**src/rtl/ro_pkg.sv**
```systemverilog
// Shared definitions for the ring-oscillator bank sampler.
// Holds the measurement FSM state encoding, default ring geometry/seed and
// the saturating increment used by the per-channel edge counters.
package ro_pkg;

  typedef enum logic [1:0] {
    IDLE = 2'd0,
    RUN  = 2'd1,
    DONE = 2'd2
  } state_t;

  localparam int                    DEF_STAGES = 13;
  localparam logic [DEF_STAGES-1:0] DEF_SEED   = 13'h1555;

  // Increment that sticks at 'max' instead of wrapping.
  function automatic logic [31:0] sat_inc(input logic [31:0] val, input logic [31:0] max);
    return (val >= max) ? max : val + 32'd1;
  endfunction

endpackage

```
**src/rtl/ro_channel.sv**
```systemverilog
// One emulated ring oscillator: shift-invert ring, advance divider and saturating rising-edge counter.
// Latency: ring/counter update on the cycle the divider wraps; ro_out and count are direct register outputs.
// Backpressure: none; load overrides run, and the channel is frozen whenever run is low.
// Ports:
//   clk, rst        clock, synchronous active-low reset
//   load            restart: ring=SEED, divider/counter cleared
//   run             advance enable for this cycle (divider counts, ring may tick)
//   en              NAND enable of the ring feedback
//   dly             ring ticks every dly+1 run cycles
//   ro_out, count   ring output bit and rising-edge count
module ro_channel
  import ro_pkg::*;
#(
  parameter int                STAGES = DEF_STAGES,
  parameter logic [STAGES-1:0] SEED   = DEF_SEED,
  parameter int                DLY_W  = 4,
  parameter int                CNT_W  = 16
) (
  input  logic             clk,
  input  logic             rst,
  input  logic             load,
  input  logic             run,
  input  logic             en,
  input  logic [DLY_W-1:0] dly,
  output logic             ro_out,
  output logic [CNT_W-1:0] count
);

  localparam logic [31:0] CNT_MAX = 32'((64'd1 << CNT_W) - 64'd1);

  logic [STAGES-1:0] ring;
  logic [STAGES-1:0] ring_nxt;
  logic [DLY_W-1:0]  div;
  logic              prev_out;
  logic              rise;

  // Each tick shifts the inverted ring up one place; the NAND closes the loop,
  // so with en=0 the seed pattern reproduces itself and the output sticks high.
  assign ring_nxt = {~ring[STAGES-2:0], ~(en & ring[STAGES-1])};
  assign rise     = ring_nxt[STAGES-1] & ~prev_out;
  assign ro_out   = ring[STAGES-1];

  always_ff @(posedge clk) begin
    if (!rst || load) begin
      ring     <= SEED;
      div      <= '0;
      prev_out <= SEED[STAGES-1];
      count    <= '0;
    end else if (run) begin
      if (div == dly) begin
        div      <= '0;
        ring     <= ring_nxt;
        prev_out <= ring_nxt[STAGES-1];
        if (rise) begin
          count <= CNT_W'(sat_inc(32'(count), CNT_MAX));
        end
      end else begin
        div <= div + DLY_W'(1);
      end
    end
  end

endmodule

```
**src/rtl/ro_bank_sampler.sv**
```systemverilog
// Bank of NUM_CH ring-oscillator channels counting ring rising edges over a programmable window.
// Latency: busy rises the cycle after an accepted start; done rises max(win_len,1) cycles later.
// Backpressure: start is only accepted in IDLE/DONE; a start during RUN is dropped.
// Ports:
//   clk, rst   clock, synchronous active-low reset (aborts a run)
//   start      measurement request pulse
//   win_len    window length in cycles, latched on accepted start
//   ch_en      per-channel ring enable, latched on accepted start
//   cfg_dly    per-channel advance delay (DLY_W each, ch0 at LSBs), latched on accepted start
//   busy       measurement running
//   done       measurement finished, held until the next accepted start
//   ro_out     ring output of each channel
//   counts     per-channel rising-edge counts (CNT_W each, ch0 at LSBs)
module ro_bank_sampler
  import ro_pkg::*;
#(
  parameter int                NUM_CH = 16,
  parameter int                STAGES = DEF_STAGES,
  parameter logic [STAGES-1:0] SEED   = DEF_SEED,
  parameter int                DLY_W  = 4,
  parameter int                CNT_W  = 16,
  parameter int                WIN_W  = 16
) (
  input  logic                    clk,
  input  logic                    rst,
  input  logic                    start,
  input  logic [WIN_W-1:0]        win_len,
  input  logic [NUM_CH-1:0]       ch_en,
  input  logic [NUM_CH*DLY_W-1:0] cfg_dly,
  output logic                    busy,
  output logic                    done,
  output logic [NUM_CH-1:0]       ro_out,
  output logic [NUM_CH*CNT_W-1:0] counts
);

  state_t                  state_q;
  state_t                  state_d;
  logic                    accept;
  logic                    adv;
  logic                    last;
  logic [WIN_W-1:0]        win_cnt;
  logic [WIN_W-1:0]        win_len_q;
  logic [NUM_CH-1:0]       ch_en_q;
  logic [NUM_CH*DLY_W-1:0] cfg_dly_q;

  // win_cnt holds the number of RUN cycles already completed; a zero-length
  // window spends one RUN cycle without advancing the rings.
  assign last = (win_len_q == '0) || (win_cnt == win_len_q - WIN_W'(1));

  always_comb begin
    state_d = state_q;
    accept  = 1'b0;
    adv     = 1'b0;
    case (state_q)
      IDLE, DONE: begin
        if (start) begin
          accept  = 1'b1;
          state_d = RUN;
        end
      end
      RUN: begin
        adv = (win_len_q != '0);
        if (last) begin
          state_d = DONE;
        end
      end
      default: state_d = IDLE;
    endcase
  end

  always_ff @(posedge clk) begin
    if (!rst) begin
      state_q   <= IDLE;
      busy      <= 1'b0;
      done      <= 1'b0;
      win_cnt   <= '0;
      win_len_q <= '0;
      ch_en_q   <= '0;
      cfg_dly_q <= '0;
    end else begin
      state_q <= state_d;
      busy    <= (state_d == RUN);
      done    <= (state_d == DONE);
      if (accept) begin
        win_cnt   <= '0;
        win_len_q <= win_len;
        ch_en_q   <= ch_en;
        cfg_dly_q <= cfg_dly;
      end else if (adv) begin
        win_cnt <= win_cnt + WIN_W'(1);
      end
    end
  end

  for (genvar i = 0; i < NUM_CH; i++) begin : g_ch
    ro_channel #(
      .STAGES (STAGES),
      .SEED   (SEED),
      .DLY_W  (DLY_W),
      .CNT_W  (CNT_W)
    ) u_ch (
      .clk    (clk),
      .rst    (rst),
      .load   (accept),
      .run    (adv),
      .en     (ch_en_q[i]),
      .dly    (cfg_dly_q[i*DLY_W +: DLY_W]),
      .ro_out (ro_out[i]),
      .count  (counts[i*CNT_W +: CNT_W])
    );
  end

endmodule

```
**config.mk**
```make
export PLATFORM = sky130hd
export DESIGN_NAME = ro_bank_sampler
export DESIGN_NICKNAME = d
export VERILOG_FILES = /design/src/rtl/ro_pkg.sv /design/src/rtl/ro_channel.sv /design/src/rtl/ro_bank_sampler.sv
export SDC_FILE = /design/constraint.sdc
export NUM_CORES = 1
export LEC_CHECK = 0
export BUFFER_PORTS_ARGS = -buffer_cell sky130_fd_sc_hd__buf_2
export CORE_MARGIN = 2
export CORE_UTILIZATION = 55
export CTS_BUF_LIST = sky130_fd_sc_hd__clkbuf_16
export DETAILED_ROUTE_END_ITERATION = 6
export HOLD_SLACK_MARGIN = 0.12
export PLACE_DENSITY = 0.76
export SETUP_SLACK_MARGIN = 0.02
export SLEW_MARGIN = 40
export SYNTH_ARGS = -nofsm -noshare
export SYNTH_HDL_FRONTEND = slang
export SYNTH_SLANG_ARGS = --single-unit
```
**constraint.sdc**
```tcl
create_clock -name clk -period 3.6 [get_ports clk]
set_clock_uncertainty 0.1 [all_clocks]
set_input_delay 0.54 -clock clk [delete_from_list [all_inputs] [get_ports clk]]
set_output_delay 0.54 -clock clk [all_outputs]
set_load 0.02 [all_outputs]
```
==> run_summary.xml, run 1 <==
<?xml version="1.0" encoding="UTF-8"?>
<metrics>
  <group name="finish">
    <metric name="finalNonFillerCells" unit="">4579</metric>
    <metric name="area_growth" unit="%">18.7</metric>
    <metric name="post_route_cells_drive_above_1_share" unit="%">16.0</metric>
    <metric name="num-nets-final" unit="">3969</metric>
  </group>
  <group name="floorplan">
    <metric name="die_w" unit="um">234</metric>
    <metric name="floorplan.die_area" unit="um^2">55000</metric>
    <metric name="starting_utilization_of_the_core_area" unit="%">55.6</metric>
    <metric name="core_area" unit="um^2">52600</metric>
    <metric name="floorplan.rows" unit="">84</metric>
    <metric name="io_pins" unit="">373</metric>
    <metric name="fp.dieH" unit="um">234</metric>
  </group>
  <group name="timing">
    <metric name="transition_time_at_the_pin_with_the_least_slew_margin" unit="ns">0.788</metric>
    <metric name="worst_slew_margin_rel" unit="%">47.3</metric>
    <metric name="timing.final.crit_share" unit="%">84.6</metric>
    <metric name="rsz0062_at_grt" unit="">false</metric>
    <metric name="setup-tns-final" unit="ns">0</metric>
    <metric name="whs" unit="ns">0.137</metric>
    <metric name="final-hold-violation-count" unit="">0</metric>
    <metric name="setup_viol" unit="">0</metric>
    <metric name="period_needed" unit="ns">3.04</metric>
    <metric name="max_freq" unit="MHz">328</metric>
    <metric name="timing_max_transition_violations_final" unit="">0</metric>
  </group>
  <group name="setup_path">
    <metric name="critical_path.reg2reg.startpoint" unit="">win_len_q[0]</metric>
    <metric name="critical_path.endpoint_type" unit="">flip-flop</metric>
    <metric name="regToRegEndpoint" unit="">g_ch[11].u_ch.count[15]</metric>
    <metric name="critical_path.max_stage_delay" unit="ns">0.51</metric>
    <metric name="crit_path_cell_trace" unit="">inv_1 &gt; ha_1 &gt; nor3b_2 &gt; nand4_2 &gt; o21ai_4 &gt; buf_12 &gt; buf_4 &gt; nor4_4 &gt; a41oi_1 &gt; a311oi_1</metric>
    <metric name="cp.required" unit="ns">3.95</metric>
    <metric name="reg_to_reg_slack_setup" unit="ns">0.56</metric>
    <metric name="worstSetupStartpointType" unit="">flip-flop</metric>
    <metric name="reg2regPathDepth" unit="">10</metric>
    <metric name="crit_fanout" unit="">44</metric>
    <metric name="slowest_stage" unit="">sky130_fd_sc_hd__nor3b_2</metric>
    <metric name="critical_path_arrival" unit="ns">3.40</metric>
    <metric name="timing.setup.critical_path_class" unit="">reg -&gt; reg</metric>
  </group>
  <group name="clock_tree">
    <metric name="post_cts_hold_buffer_count" unit="">86</metric>
    <metric name="cts_htree_levels" unit="">3</metric>
    <metric name="cts.reportedPaths.clkPinSlew" unit="ns">0.06</metric>
    <metric name="clk_latency" unit="ns">0.61</metric>
    <metric name="cts_max_path_buffers" unit="">3</metric>
    <metric name="cts_sinks" unit="">644</metric>
    <metric name="cts-resized-gates" unit="">0</metric>
    <metric name="cts_made_buffers" unit="">70</metric>
    <metric name="clock-root-buffer" unit="">sky130_fd_sc_hd__clkbuf_16</metric>
    <metric name="post_cts_buffers" unit="">0</metric>
    <metric name="cts_tree" unit="">yes</metric>
  </group>
  <group name="grt">
    <metric name="antenna_found_initial" unit="">2</metric>
    <metric name="grt_usage" unit="%">27.7</metric>
    <metric name="first_global_vias" unit="">23600</metric>
    <metric name="grt_pass1_wl" unit="mm">124</metric>
    <metric name="globalRouteOverflowTotal" unit="">0</metric>
    <metric name="maximum_number_of_pins_on_one_net_before_global_route_repair" unit="">120</metric>
  </group>
  <group name="synthesis">
    <metric name="distinct_cell_type_count_of_the_synthesized_netlist" unit="">75</metric>
    <metric name="synth.yosys.seq_area_share" unit="%">44.1</metric>
    <metric name="share_of_flip_flops_with_an_asynchronous_set_or_reset" unit="%">0</metric>
    <metric name="synthCells" unit="">3451</metric>
    <metric name="number_of_nets_produced_by_synthesis" unit="">3584</metric>
    <metric name="synth_flop_cell" unit="">sky130_fd_sc_hd__dfxtp_1</metric>
    <metric name="synth.avg_cell_area" unit="um^2">8.46</metric>
    <metric name="mappedNetlistArea" unit="um^2">29200</metric>
    <metric name="synth-warning-count" unit="">0</metric>
    <metric name="number_of_enable_flip_flop_cells_after_synthesis" unit="">0</metric>
    <metric name="ys_ff_latch" unit="">644</metric>
  </group>
  <group name="drt">
    <metric name="drt-total-wl" unit="mm">78.5</metric>
    <metric name="first_pass_iters" unit="">7</metric>
    <metric name="route.detailed.wl_per_inst" unit="um">17.1</metric>
    <metric name="vias_per_inst" unit="">5.79</metric>
    <metric name="drc_errors" unit="">8</metric>
    <metric name="final_antenna_net_count" unit="">0</metric>
    <metric name="drt_iter0_drc" unit="">2079</metric>
    <metric name="detailroute.via_count" unit="">26500</metric>
  </group>
  <group name="power">
    <metric name="clkPwrFrac" unit="%">42.7</metric>
    <metric name="internal_power" unit="mW">11.8</metric>
    <metric name="switching_share" unit="%">26.2</metric>
    <metric name="pwr-share-comb" unit="%">10.7</metric>
    <metric name="p_switching" unit="mW">4.18</metric>
    <metric name="sequentialPowerShare" unit="%">46.6</metric>
    <metric name="p_leak" unit="nW">13.8</metric>
    <metric name="worst_ir_drop_vdd" unit="uV">338</metric>
    <metric name="power.density" unit="nW/um^2">460</metric>
  </group>
  <group name="outcome">
    <metric name="violations" unit="">design-rule violations</metric>
    <metric name="run_status" unit="">finished with violations</metric>
  </group>
  <group name="placed_design">
    <metric name="placed_cells_incl_taps" unit="">4366</metric>
    <metric name="io_buffer_count" unit="">372</metric>
    <metric name="final_hpwl_dp" unit="mm">52.6</metric>
    <metric name="gp_routability_congestion" unit="">0.908</metric>
  </group>
  <group name="flow_run">
    <metric name="maxCapViolations" unit="">0</metric>
  </group>
  <group name="hold_path">
    <metric name="min_delay_path_depth" unit="">3</metric>
    <metric name="min_delay_worst_endpoint" unit="">win_len_q[14]</metric>
    <metric name="timing.hold.worst.start" unit="">win_len[14]</metric>
    <metric name="worst_hold_path_type" unit="">in -&gt; reg</metric>
  </group>
</metrics>
-- sequential cells by signal (all words and copies together) (netlist names) --
name and count:
g_ch.u_ch.count 256, ch_en_q 16, g_ch.u_ch.div 64, g_ch.u_ch.prev_out 16
done 1, win_cnt 16, busy 1, g_ch.u_ch.ring 192
state_q 2, win_len_q 16, cfg_dly_q 64
-- layout by cell type, fill, tap and decap left out, types with 24 or more instances in the layout --
master,n
sky130_fd_sc_hd__xor2_1,89
sky130_fd_sc_hd__clkbuf_16,71
sky130_fd_sc_hd__nor4_1,93
sky130_fd_sc_hd__a21boi_0,98
sky130_fd_sc_hd__ha_1,34
sky130_fd_sc_hd__o21ai_0,158
sky130_fd_sc_hd__or3_1,24
sky130_fd_sc_hd__o211ai_1,99
sky130_fd_sc_hd__nor3_1,104
sky130_fd_sc_hd__dfxtp_1,644
sky130_fd_sc_hd__a31oi_1,35
sky130_fd_sc_hd__buf_2,371
sky130_fd_sc_hd__inv_1,53
sky130_fd_sc_hd__and3_1,45
sky130_fd_sc_hd__nor2_1,381
sky130_fd_sc_hd__dlygate4sd3_1,86
sky130_fd_sc_hd__nand4_1,69
sky130_fd_sc_hd__a21oi_1,204
sky130_fd_sc_hd__nand2_1,503
sky130_fd_sc_hd__and4_1,28
sky130_fd_sc_hd__nand3_1,116
sky130_fd_sc_hd__nand3b_1,30
sky130_fd_sc_hd__and2_1,26
sky130_fd_sc_hd__xnor2_1,125
sky130_fd_sc_hd__buf_4,56
sky130_fd_sc_hd__mux2i_1,65
-- per-stage QoR --
| stage | cell area, um^2 | power, mW | utilization, % | setup slack, ns |
|---|---|---|---|---|
| final | 34700 | 15.9 | 66.0 | 0.555 |
| after global routing | 34700 | 16.5 | 66.0 | 0.365 |
| after CTS | 34600 | 16.0 | 65.9 | 0.628 |
| after detailed placement | 31600 | 9.19 | 60.2 | 0.666 |
| after global placement | 31600 | 9.16 | 60.2 | 0.727 |
| after floorplan | 29200 | 8.68 | - | 0.915 |
-- power groups by stage --
stage | registers [mW] | clock network, mW | logic (mW)
4_1_cts | 7.43 | 6.91 | 1.69
6_report | 7.43 | 6.80 | 1.71
2_1_floorplan | 7.54 | 0 | 1.14
3_3_place_gp | 7.58 | 0 | 1.58
3_5_place_dp | 7.59 | 0 | 1.61
5_1_grt | 7.45 | 7.19 | 1.88
-- cell type report --
type	instances	area [um^2]
diodes	3	7.51
clock buffers	71	1780
clock inverters	53	367
fillers	4376	17900
inverters	43	161
multi-input cells	2554	15300
flip-flops and latches	644	12900
well taps	688	861
repair buffers	523	3330
-- layer usage --
metal | wire, um | GRT usage, % | vias up
li1 | - | - | 13000
met1 | 36400 | 39.2 | 12500
met2 | 34700 | 42.7 | 855
met3 | 5100 | 4.75 | 160
met4 | 2310 | 9.12 | 0
met5 | 0 | 0 | -
-- logic make-up (layout without fill, tap and decap cells) --
kind of cell,count (synthesis),count (layout),synth area share (%)
buffers and inverters,253,690,3.86
adders and majority gates,34,34,1.46
AOI/OAI and AO/OA,715,715,15.7
xor gates and xnor gates,215,215,6.50
muxes,68,68,2.34
and+or+nand+nor,1522,1522,26.0
DFF,644,644,44.1
other,0,3,0
-- critical path, delay by kind of cell, from the launching register on --
| family | cells | cell delay (ns) |
|---|---|---|
| buffers and inverters | 3 | 0.70 |
| AND/OR/NAND/NOR | 3 | 0.86 |
| AO/OA/AOI/OAI | 3 | 0.59 |
| adder cells (fa/ha/maj) | 1 | 0.22 |
| flip-flops | 1 | 0.36 |
-- Yosys cell counts, types with 5 or more instances --
cell type	n	area share [%]
sky130_fd_sc_hd__nor4_2	6	0.26
sky130_fd_sc_hd__and3_1	45	0.96
sky130_fd_sc_hd__a31o_2	8	0.24
sky130_fd_sc_hd__inv_1	43	0.55
sky130_fd_sc_hd__a31oi_1	35	0.75
sky130_fd_sc_hd__a41oi_1	10	0.30
sky130_fd_sc_hd__o311a_1	10	0.34
sky130_fd_sc_hd__a211oi_1	10	0.26
sky130_fd_sc_hd__buf_1	5	0.064
sky130_fd_sc_hd__o211ai_1	99	2.5
sky130_fd_sc_hd__buf_4	25	0.64
sky130_fd_sc_hd__ha_1	34	1.5
sky130_fd_sc_hd__nand2b_1	5	0.11
sky130_fd_sc_hd__buf_2	50	0.86
sky130_fd_sc_hd__nor3b_1	16	0.41
sky130_fd_sc_hd__o21ai_0	158	2.7
sky130_fd_sc_hd__or3_1	24	0.51
sky130_fd_sc_hd__o211ai_2	16	0.69
sky130_fd_sc_hd__and4_1	28	0.84
sky130_fd_sc_hd__dfxtp_1	644	44
sky130_fd_sc_hd__o21ai_1	14	0.24
sky130_fd_sc_hd__xor2_1	89	2.7
sky130_fd_sc_hd__or2_2	11	0.24
sky130_fd_sc_hd__nor2_1	381	4.9
sky130_fd_sc_hd__nor2b_1	18	0.39
sky130_fd_sc_hd__mux2i_1	65	2.2
sky130_fd_sc_hd__clkbuf_1	127	1.6
sky130_fd_sc_hd__a21o_1	5	0.13
sky130_fd_sc_hd__nand3b_1	30	0.77
sky130_fd_sc_hd__nor3_1	104	1.8
sky130_fd_sc_hd__a311oi_1	17	0.51
sky130_fd_sc_hd__nor4_4	21	1.5
sky130_fd_sc_hd__nand3_1	116	2.0
sky130_fd_sc_hd__o211a_1	6	0.21
sky130_fd_sc_hd__nor4_1	94	2.0
sky130_fd_sc_hd__and2_1	27	0.58
sky130_fd_sc_hd__nand4_1	69	1.5
sky130_fd_sc_hd__xnor2_1	125	3.7
sky130_fd_sc_hd__a21boi_0	98	2.5
sky130_fd_sc_hd__a21oi_1	205	3.5
sky130_fd_sc_hd__nand2_1	504	6.5
-- worst max-delay path by stage --
| stage | start | end | depth (start not counted) |
|---|---|---|---|
| 2_1_floorplan | win_len_q[0] | g_ch[14].u_ch.count[15] | 9 |
| 3_3_place_gp | win_len_q[0] | busy | 9 |
| 3_5_place_dp | win_len_q[0] | g_ch[11].u_ch.count[15] | 10 |
| 4_1_cts | win_len_q[0] | g_ch[11].u_ch.count[15] | 10 |
| 5_1_grt | win_len_q[0] | g_ch[5].u_ch.count[7] | 9 |
| 6_report | win_len_q[0] | g_ch[11].u_ch.count[15] | 10 |
(Power assumes the default switching activity.)
==> inputs of run 2 (changes only) <==
CORE_UTILIZATION = 53   (was 55)
PLACE_DENSITY = 0.77   (was 0.76)
clock period = 2.74 ns   (was 3.6 ns; I/O delays follow)
==> run 2 against run 1 <==
The run now ends clean. Largest power group unchanged. Critical path depth grew 1. Highest routed layer unchanged. Clock-buffer cell count stayed put. Sequential cell count did not move. Register-to-register slack got worse by 0.41 ns. Die area grew 3.7%.
==> run_summary.xml, run 2 (same netlist as run 1, synthesis figures left out) <==
<?xml version="1.0" encoding="UTF-8"?>
<metrics>
  <group name="placed_design">
    <metric name="placed_cells_incl_taps" unit="">4428</metric>
    <metric name="gp_routability_congestion" unit="">0.906</metric>
    <metric name="io_buffer_count" unit="">372</metric>
    <metric name="final_hpwl_dp" unit="mm">53.5</metric>
  </group>
  <group name="power">
    <metric name="internal_power" unit="mW">15.4</metric>
    <metric name="worst_ir_drop_vdd" unit="uV">452</metric>
    <metric name="p_leak" unit="nW">14.1</metric>
    <metric name="switching_share" unit="%">26.2</metric>
    <metric name="pwr-share-comb" unit="%">11.3</metric>
    <metric name="sequentialPowerShare" unit="%">46.7</metric>
    <metric name="clkPwrFrac" unit="%">42.1</metric>
    <metric name="p_switching" unit="mW">5.48</metric>
    <metric name="finalPower" unit="mW">20.9</metric>
    <metric name="power.density" unit="nW/um^2">594</metric>
  </group>
  <group name="flow_run">
    <metric name="maxCapViolations" unit="">0</metric>
  </group>
  <group name="finish">
    <metric name="num-nets-final" unit="">4027</metric>
    <metric name="finalNonFillerCells" unit="">4652</metric>
    <metric name="most-common-layout-cells" unit="">sky130_fd_sc_hd__dfxtp_1 (644), sky130_fd_sc_hd__nand2_1 (503), sky130_fd_sc_hd__nor2_1 (381)</metric>
    <metric name="final_common_cell" unit="">sky130_fd_sc_hd__dfxtp_1</metric>
    <metric name="top_register" unit="">g_ch.u_ch.count</metric>
    <metric name="largest_register_ff_count" unit="">256</metric>
    <metric name="area_growth" unit="%">20.5</metric>
    <metric name="nFillCells" unit="">4578</metric>
    <metric name="layout_top_registers" unit="">g_ch.u_ch.count (256), g_ch.u_ch.ring (192)</metric>
    <metric name="post_route_cells_drive_above_1_share" unit="%">16.7</metric>
  </group>
  <group name="clock_tree">
    <metric name="cts_sinks" unit="">644</metric>
    <metric name="cts_made_buffers" unit="">70</metric>
    <metric name="cts_tree" unit="">yes</metric>
    <metric name="cts.reportedPaths.clkPinSlew" unit="ns">0.06</metric>
    <metric name="cts_max_path_buffers" unit="">3</metric>
    <metric name="cts_htree_levels" unit="">3</metric>
    <metric name="clk_latency" unit="ns">0.60</metric>
    <metric name="clock-root-buffer" unit="">sky130_fd_sc_hd__clkbuf_16</metric>
  </group>
  <group name="floorplan">
    <metric name="core_area" unit="um^2">54800</metric>
    <metric name="starting_utilization_of_the_core_area" unit="%">53.3</metric>
    <metric name="die_w" unit="um">239</metric>
    <metric name="io_pins" unit="">373</metric>
    <metric name="fp.dieH" unit="um">239</metric>
    <metric name="floorplan.rows" unit="">86</metric>
    <metric name="floorplan.die_area" unit="um^2">57000</metric>
  </group>
  <group name="drt">
    <metric name="drc_errors" unit="">0</metric>
    <metric name="first_pass_iters" unit="">6</metric>
    <metric name="top_layer_used" unit="">met4</metric>
    <metric name="route.detailed.wl_per_inst" unit="um">17.2</metric>
    <metric name="final_antenna_net_count" unit="">0</metric>
    <metric name="detailroute.via_count" unit="">26700</metric>
    <metric name="drt-total-wl" unit="mm">79.8</metric>
    <metric name="met1Wirelength" unit="mm">36.1</metric>
    <metric name="met3_wirelength" unit="mm">5.49</metric>
    <metric name="drt_iter0_drc" unit="">1897</metric>
    <metric name="vias_per_inst" unit="">5.75</metric>
    <metric name="routed-wl-met2" unit="mm">35.7</metric>
  </group>
  <group name="grt">
    <metric name="globalRouteOverflowTotal" unit="">0</metric>
    <metric name="first_global_vias" unit="">23800</metric>
    <metric name="grt_usage" unit="%">26.7</metric>
    <metric name="maximum_number_of_pins_on_one_net_before_global_route_repair" unit="">114</metric>
    <metric name="grt_pass1_wl" unit="mm">124</metric>
    <metric name="antenna_found_initial" unit="">2</metric>
  </group>
  <group name="setup_path">
    <metric name="crit_path_cell_trace" unit="">inv_1 &gt; ha_1 &gt; nor3b_4 &gt; nand4_4 &gt; o21ai_4 &gt; buf_12 &gt; buf_4 &gt; buf_4 &gt; nor2_1 &gt; mux2i_1 &gt; a21oi_1</metric>
    <metric name="cp.required" unit="ns">3.17</metric>
    <metric name="timing.critical_path.mode_cell" unit="">sky130_fd_sc_hd__buf_4</metric>
    <metric name="crit_buf_inv" unit="">4</metric>
    <metric name="timing.setup.critical_path_class" unit="">reg -&gt; reg</metric>
    <metric name="crit_fanout" unit="">21</metric>
    <metric name="timing.critical_path.max_delay_family" unit="">buffers and inverters</metric>
    <metric name="critical_path.endpoint_type" unit="">flip-flop</metric>
    <metric name="critical_path_arrival" unit="ns">3.02</metric>
    <metric name="critical_path.max_stage_delay" unit="ns">0.32</metric>
    <metric name="reg_to_reg_slack_setup" unit="ns">0.15</metric>
    <metric name="worstSetupStartpointType" unit="">flip-flop</metric>
    <metric name="slowest_stage" unit="">sky130_fd_sc_hd__nor3b_4</metric>
  </group>
  <group name="timing">
    <metric name="final-hold-violation-count" unit="">0</metric>
    <metric name="transition_time_at_the_pin_with_the_least_slew_margin" unit="ns">0.768</metric>
    <metric name="period_needed" unit="ns">2.59</metric>
    <metric name="timing.final.crit_share" unit="%">94.6</metric>
    <metric name="worst_slew_margin_rel" unit="%">48.8</metric>
    <metric name="setup-tns-final" unit="ns">0</metric>
    <metric name="setup_viol" unit="">0</metric>
    <metric name="max_freq" unit="MHz">386</metric>
    <metric name="timing_max_transition_violations_final" unit="">0</metric>
    <metric name="rsz0062_at_grt" unit="">false</metric>
  </group>
  <group name="hold_path">
    <metric name="worst_hold_path_type" unit="">in -&gt; reg</metric>
  </group>
  <group name="outcome">
    <metric name="run_status" unit="">completed</metric>
  </group>
</metrics>
[run 2: what timing repair did]
item / 4_1_cts / 5_1_grt
setup buffers: 2 / 0
cloned: 0 / 0
endpoints found under the setup margin: 3 / 80
hold endpoints to repair: 96 / 0
pin swaps: 2 / 0
hold buffers: 96 / 0
resized for setup: 1 / 4
[run 2: final cells by class]
| type | instances | area (um^2) | area share, % |
|---|---|---|---|
| tap | 704 | 881 | 2.50 |
| timing repair buffer | 581 | 3860 | 11.0 |
| antenna | 5 | 12.5 | 0.0356 |
| clock buffer | 71 | 1780 | 5.05 |
| multi-input combinational | 2554 | 15300 | 43.4 |
| sequential | 644 | 12900 | 36.7 |
| clock inverter | 50 | 313 | 0.889 |
| inverter | 43 | 161 | 0.459 |
[run 2: final timing paths]
check                                      startpoint  depth (start not counted)                     to
worst max-delay path                     win_len_q[0]                         11  g_ch[3].u_ch.count[1]
worst min-delay path                            start                          4             state_q[1]
worst max register to register           win_len_q[0]                         11  g_ch[3].u_ch.count[1]
worst min register to register  g_ch[11].u_ch.ring[1]                          1  g_ch[11].u_ch.ring[2]
[run 2: worst reg2reg max path: stages (launching register included)]
cell,delay [ns]
sky130_fd_sc_hd__dfxtp_1,0.31
sky130_fd_sc_hd__inv_1,0.05
sky130_fd_sc_hd__ha_1,0.22
sky130_fd_sc_hd__nor3b_4,0.32
sky130_fd_sc_hd__nand4_4,0.21
sky130_fd_sc_hd__o21ai_4,0.22
sky130_fd_sc_hd__buf_12,0.21
sky130_fd_sc_hd__buf_4,0.30
sky130_fd_sc_hd__buf_4,0.23
sky130_fd_sc_hd__nor2_1,0.09
sky130_fd_sc_hd__mux2i_1,0.14
sky130_fd_sc_hd__a21oi_1,0.15
[run 2: metrics by stage]
| stage | setup WS, ns | cell area, um^2 | util [%] | hold slack (ns) |
|---|---|---|---|---|
| CTS | 0.0522 | 35100 | 64.2 | 0.166 |
| global route | 0.0255 | 35200 | 64.2 | 0.228 |
| global placement | 0.124 | 32100 | 58.5 | 0.350 |
| detailed placement | 0.0230 | 32100 | 58.5 | 0.358 |
| floorplan | 0.0555 | 29200 | - | 0.344 |
| finish | 0.148 | 35200 | 64.2 | 0.204 |
[run 2: layer usage]
metal | GRT usage (%) | vias to the layer above
met5 | 0 | -
met4 | 9.79 | 0
met3 | 4.13 | 162
met2 | 42.3 | 937
met1 | 36.9 | 12500
li1 | - | 13100
[run 2: power groups by stage]
stage | Combinational [mW] | Sequential [mW] | Clock (mW)
floorplan | 1.49 | 9.91 | 0
global placement | 2.17 | 9.95 | 0
detailed placement | 2.20 | 9.96 | 0
CTS | 2.33 | 9.75 | 8.95
global route | 2.56 | 9.78 | 9.32
finish | 2.36 | 9.76 | 8.79
==> inputs of run 3 (changes only) <==
clock period = 2.21 ns   (was 2.74 ns; I/O delays follow)
==> run 3 against run 2 <==
The flow now finishes with violations (negative setup slack). Cell count rose by 4.8%. Sequential cell count did not move. Via count up 5.7%. Hold slack gained 0.16 ns. Non-clock buffer count increased by 219. Total power up 30%. Highest routed layer unchanged.
==> run_summary.xml, run 3 (same netlist as run 1, synthesis figures left out) <==
<?xml version="1.0" encoding="UTF-8"?>
<metrics>
  <group name="placed_design">
    <metric name="io_buffer_count" unit="">372</metric>
    <metric name="final_hpwl_dp" unit="mm">55.7</metric>
    <metric name="postPlaceCellArea" unit="um^2">34200</metric>
    <metric name="gp_routability_congestion" unit="">0.888</metric>
    <metric name="post-place-ws" unit="ns">-0.161</metric>
  </group>
  <group name="finish">
    <metric name="largest_register_ff_count" unit="">256</metric>
    <metric name="num-nets-final" unit="">4250</metric>
    <metric name="top_register" unit="">g_ch.u_ch.count</metric>
    <metric name="area_growth" unit="%">32.8</metric>
    <metric name="postLayoutCellArea" unit="um^2">38800</metric>
    <metric name="layout_top_registers" unit="">g_ch.u_ch.count (256), g_ch.u_ch.ring (192)</metric>
    <metric name="post_route_cells_drive_above_1_share" unit="%">25.2</metric>
    <metric name="final_common_cell" unit="">sky130_fd_sc_hd__dfxtp_1</metric>
    <metric name="most-common-layout-cells" unit="">sky130_fd_sc_hd__dfxtp_1 (623), sky130_fd_sc_hd__nand2_1 (496), sky130_fd_sc_hd__buf_2 (371)</metric>
    <metric name="nFillCells" unit="">3914</metric>
  </group>
  <group name="timing">
    <metric name="worst_slew_margin_rel" unit="%">60.7</metric>
    <metric name="whs" unit="ns">0.359</metric>
    <metric name="transition_time_at_the_pin_with_the_least_slew_margin" unit="ns">0.590</metric>
    <metric name="period_needed" unit="ns">2.40</metric>
    <metric name="rsz0062_at_grt" unit="">true</metric>
    <metric name="postLayoutSetupSlackWorst" unit="ns">-0.185</metric>
    <metric name="timing_max_transition_violations_final" unit="">0</metric>
    <metric name="final-hold-violation-count" unit="">0</metric>
    <metric name="setup_viol" unit="">293</metric>
    <metric name="timing.final.crit_share" unit="%">108</metric>
    <metric name="max_freq" unit="MHz">417</metric>
  </group>
  <group name="floorplan">
    <metric name="core_area" unit="um^2">54800</metric>
    <metric name="fp.dieH" unit="um">239</metric>
    <metric name="starting_utilization_of_the_core_area" unit="%">53.3</metric>
    <metric name="floorplan.rows" unit="">86</metric>
    <metric name="io_pins" unit="">373</metric>
    <metric name="floorplan.die_area" unit="um^2">57000</metric>
    <metric name="die_w" unit="um">239</metric>
  </group>
  <group name="setup_path">
    <metric name="critical_path.endpoint_type" unit="">flip-flop</metric>
    <metric name="crit_fanout" unit="">19</metric>
    <metric name="timing.setup.critical_path_class" unit="">reg -&gt; reg</metric>
    <metric name="timing.critical_path.mode_cell" unit="">sky130_fd_sc_hd__buf_16</metric>
    <metric name="worstSetupStartpointType" unit="">flip-flop</metric>
    <metric name="critical_path_arrival" unit="ns">2.78</metric>
    <metric name="crit_path_cell_trace" unit="">inv_2 &gt; ha_4 &gt; nor3b_4 &gt; nand4_4 &gt; o21ai_4 &gt; buf_12 &gt; buf_16 &gt; buf_16 &gt; nor4_1 &gt; xnor2_1 &gt; o21ai_1</metric>
    <metric name="slowest_stage" unit="">sky130_fd_sc_hd__dfxtp_4</metric>
    <metric name="cp.required" unit="ns">2.59</metric>
    <metric name="critical_path.max_stage_delay" unit="ns">0.35</metric>
    <metric name="crit_buf_inv" unit="">4</metric>
    <metric name="timing.critical_path.max_delay_family" unit="">buffers and inverters</metric>
  </group>
  <group name="outcome">
    <metric name="violations" unit="">negative setup slack</metric>
    <metric name="run_status" unit="">finished with violations</metric>
  </group>
  <group name="grt">
    <metric name="first_global_vias" unit="">26100</metric>
    <metric name="globalRouteOverflowTotal" unit="">0</metric>
    <metric name="grt_pass1_wl" unit="mm">135</metric>
    <metric name="antenna_found_initial" unit="">2</metric>
    <metric name="maximum_number_of_pins_on_one_net_before_global_route_repair" unit="">115</metric>
    <metric name="grt_usage" unit="%">29.0</metric>
  </group>
  <group name="power">
    <metric name="worst_ir_drop_vdd" unit="uV">620</metric>
    <metric name="p_leak" unit="nW">15.9</metric>
    <metric name="power.density" unit="nW/um^2">701</metric>
  </group>
  <group name="flow_run">
    <metric name="maxCapViolations" unit="">0</metric>
  </group>
  <group name="drt">
    <metric name="drt-total-wl" unit="mm">87.3</metric>
    <metric name="detailroute.via_count" unit="">28300</metric>
    <metric name="final_antenna_net_count" unit="">0</metric>
    <metric name="drt_iter0_drc" unit="">2160</metric>
    <metric name="vias_per_inst" unit="">5.80</metric>
    <metric name="first_pass_iters" unit="">5</metric>
    <metric name="drc_errors" unit="">0</metric>
    <metric name="route.detailed.wl_per_inst" unit="um">17.9</metric>
  </group>
  <group name="clock_tree">
    <metric name="clk_latency" unit="ns">0.61</metric>
    <metric name="cts_max_path_buffers" unit="">3</metric>
    <metric name="cts_tree" unit="">yes</metric>
    <metric name="cts_htree_levels" unit="">3</metric>
    <metric name="clock-root-buffer" unit="">sky130_fd_sc_hd__clkbuf_16</metric>
    <metric name="cts_made_buffers" unit="">69</metric>
    <metric name="cts_sinks" unit="">644</metric>
    <metric name="cts.reportedPaths.clkPinSlew" unit="ns">0.06</metric>
  </group>
  <group name="hold_path">
    <metric name="worst_hold_path_type" unit="">reg -&gt; reg</metric>
  </group>
</metrics>
==> run 3: changes by cell type in the layout (fill, tap and decap cells not counted), sizes merged <==
| cell | before | now |
|---|---|---|
| buf | 485 | 700 |
| bufbuf | 0 | 1 |
| bufinv | 3 | 6 |
| clkbuf | 71 | 72 |
| clkinv | 20 | 26 |
| diode | 5 | 4 |
| dlygate4sd3 | 96 | 98 |
| inv | 68 | 58 |
| or3 | 25 | 30 |
==> run 3: power breakdown <==
part           total [mW]  switching [mW]  internal (mW)  leakage (nW)
Combinational        3.86            2.22           1.64          9.53
Clock                11.3            4.74           6.53          1.12
Sequential           12.1           0.193           11.9          5.22
Total                27.2            7.15           20.0          15.9
==> run 3: area by class of cell <==
cell class / count / area [um^2] / share of cell area, %
Sequential cell: 644 / 12900 / 33.3
Timing Repair Buffer: 800 / 6220 / 16.0
Clock inverter: 49 / 403 / 1.04
Multi-Input combinational cell: 2559 / 16400 / 42.3
Clock buffer: 71 / 1780 / 4.58
Antenna cell: 4 / 10.0 / 0.0258
Inverter: 43 / 161 / 0.416
Tap cell: 704 / 881 / 2.27
==> run 3: per-stage QoR <==
step                      utilization, %  instances  power (mW)  TNS, ns
after floorplan                        -       3451        14.4    -7.88
after global placement              62.4       4593        15.4    -5.17
after detailed placement            62.4       4593        15.5   -13.54
after CTS                           69.9       4850        27.2    -8.67
after global routing                70.8       4872        28.1   -53.95
final                               70.8       4874        27.2   -17.18
==> run 3: repair_timing <==
action | 4_1_cts | 5_1_grt
buffers inserted | 30 | 20
resized for setup | 125 | 96
cloned | 11 | 5
pin swaps | 49 | 36
hold buffers | 98 | 0
endpoints found under the setup margin | 249 | 461
endpoints found under the hold margin | 99 | 0
==> run 3: metal layers <==
metal / global-route usage (%) / vias to the layer above / part of all wire (%)
met1: 38.2 / 13400 / 43
met5: 0 / - / 0
met4: 12.1 / 0 / 3.9
met3: 5.09 / 245 / 7.0
met2: 47.2 / 1039 / 46
li1: - / 13600 / -
==> run 3: final timing paths <==
kind	to	from	cells after the start	slack [ns]
worst max-delay path	g_ch[3].u_ch.count[5]	win_len_q[0]	11	-0.19
worst min-delay path	g_ch[1].u_ch.ring[8]	g_ch[1].u_ch.ring[7]	1	0.36
worst max register to register	g_ch[3].u_ch.count[5]	win_len_q[0]	11	-0.19
worst min register to register	g_ch[1].u_ch.ring[8]	g_ch[1].u_ch.ring[7]	1	0.36
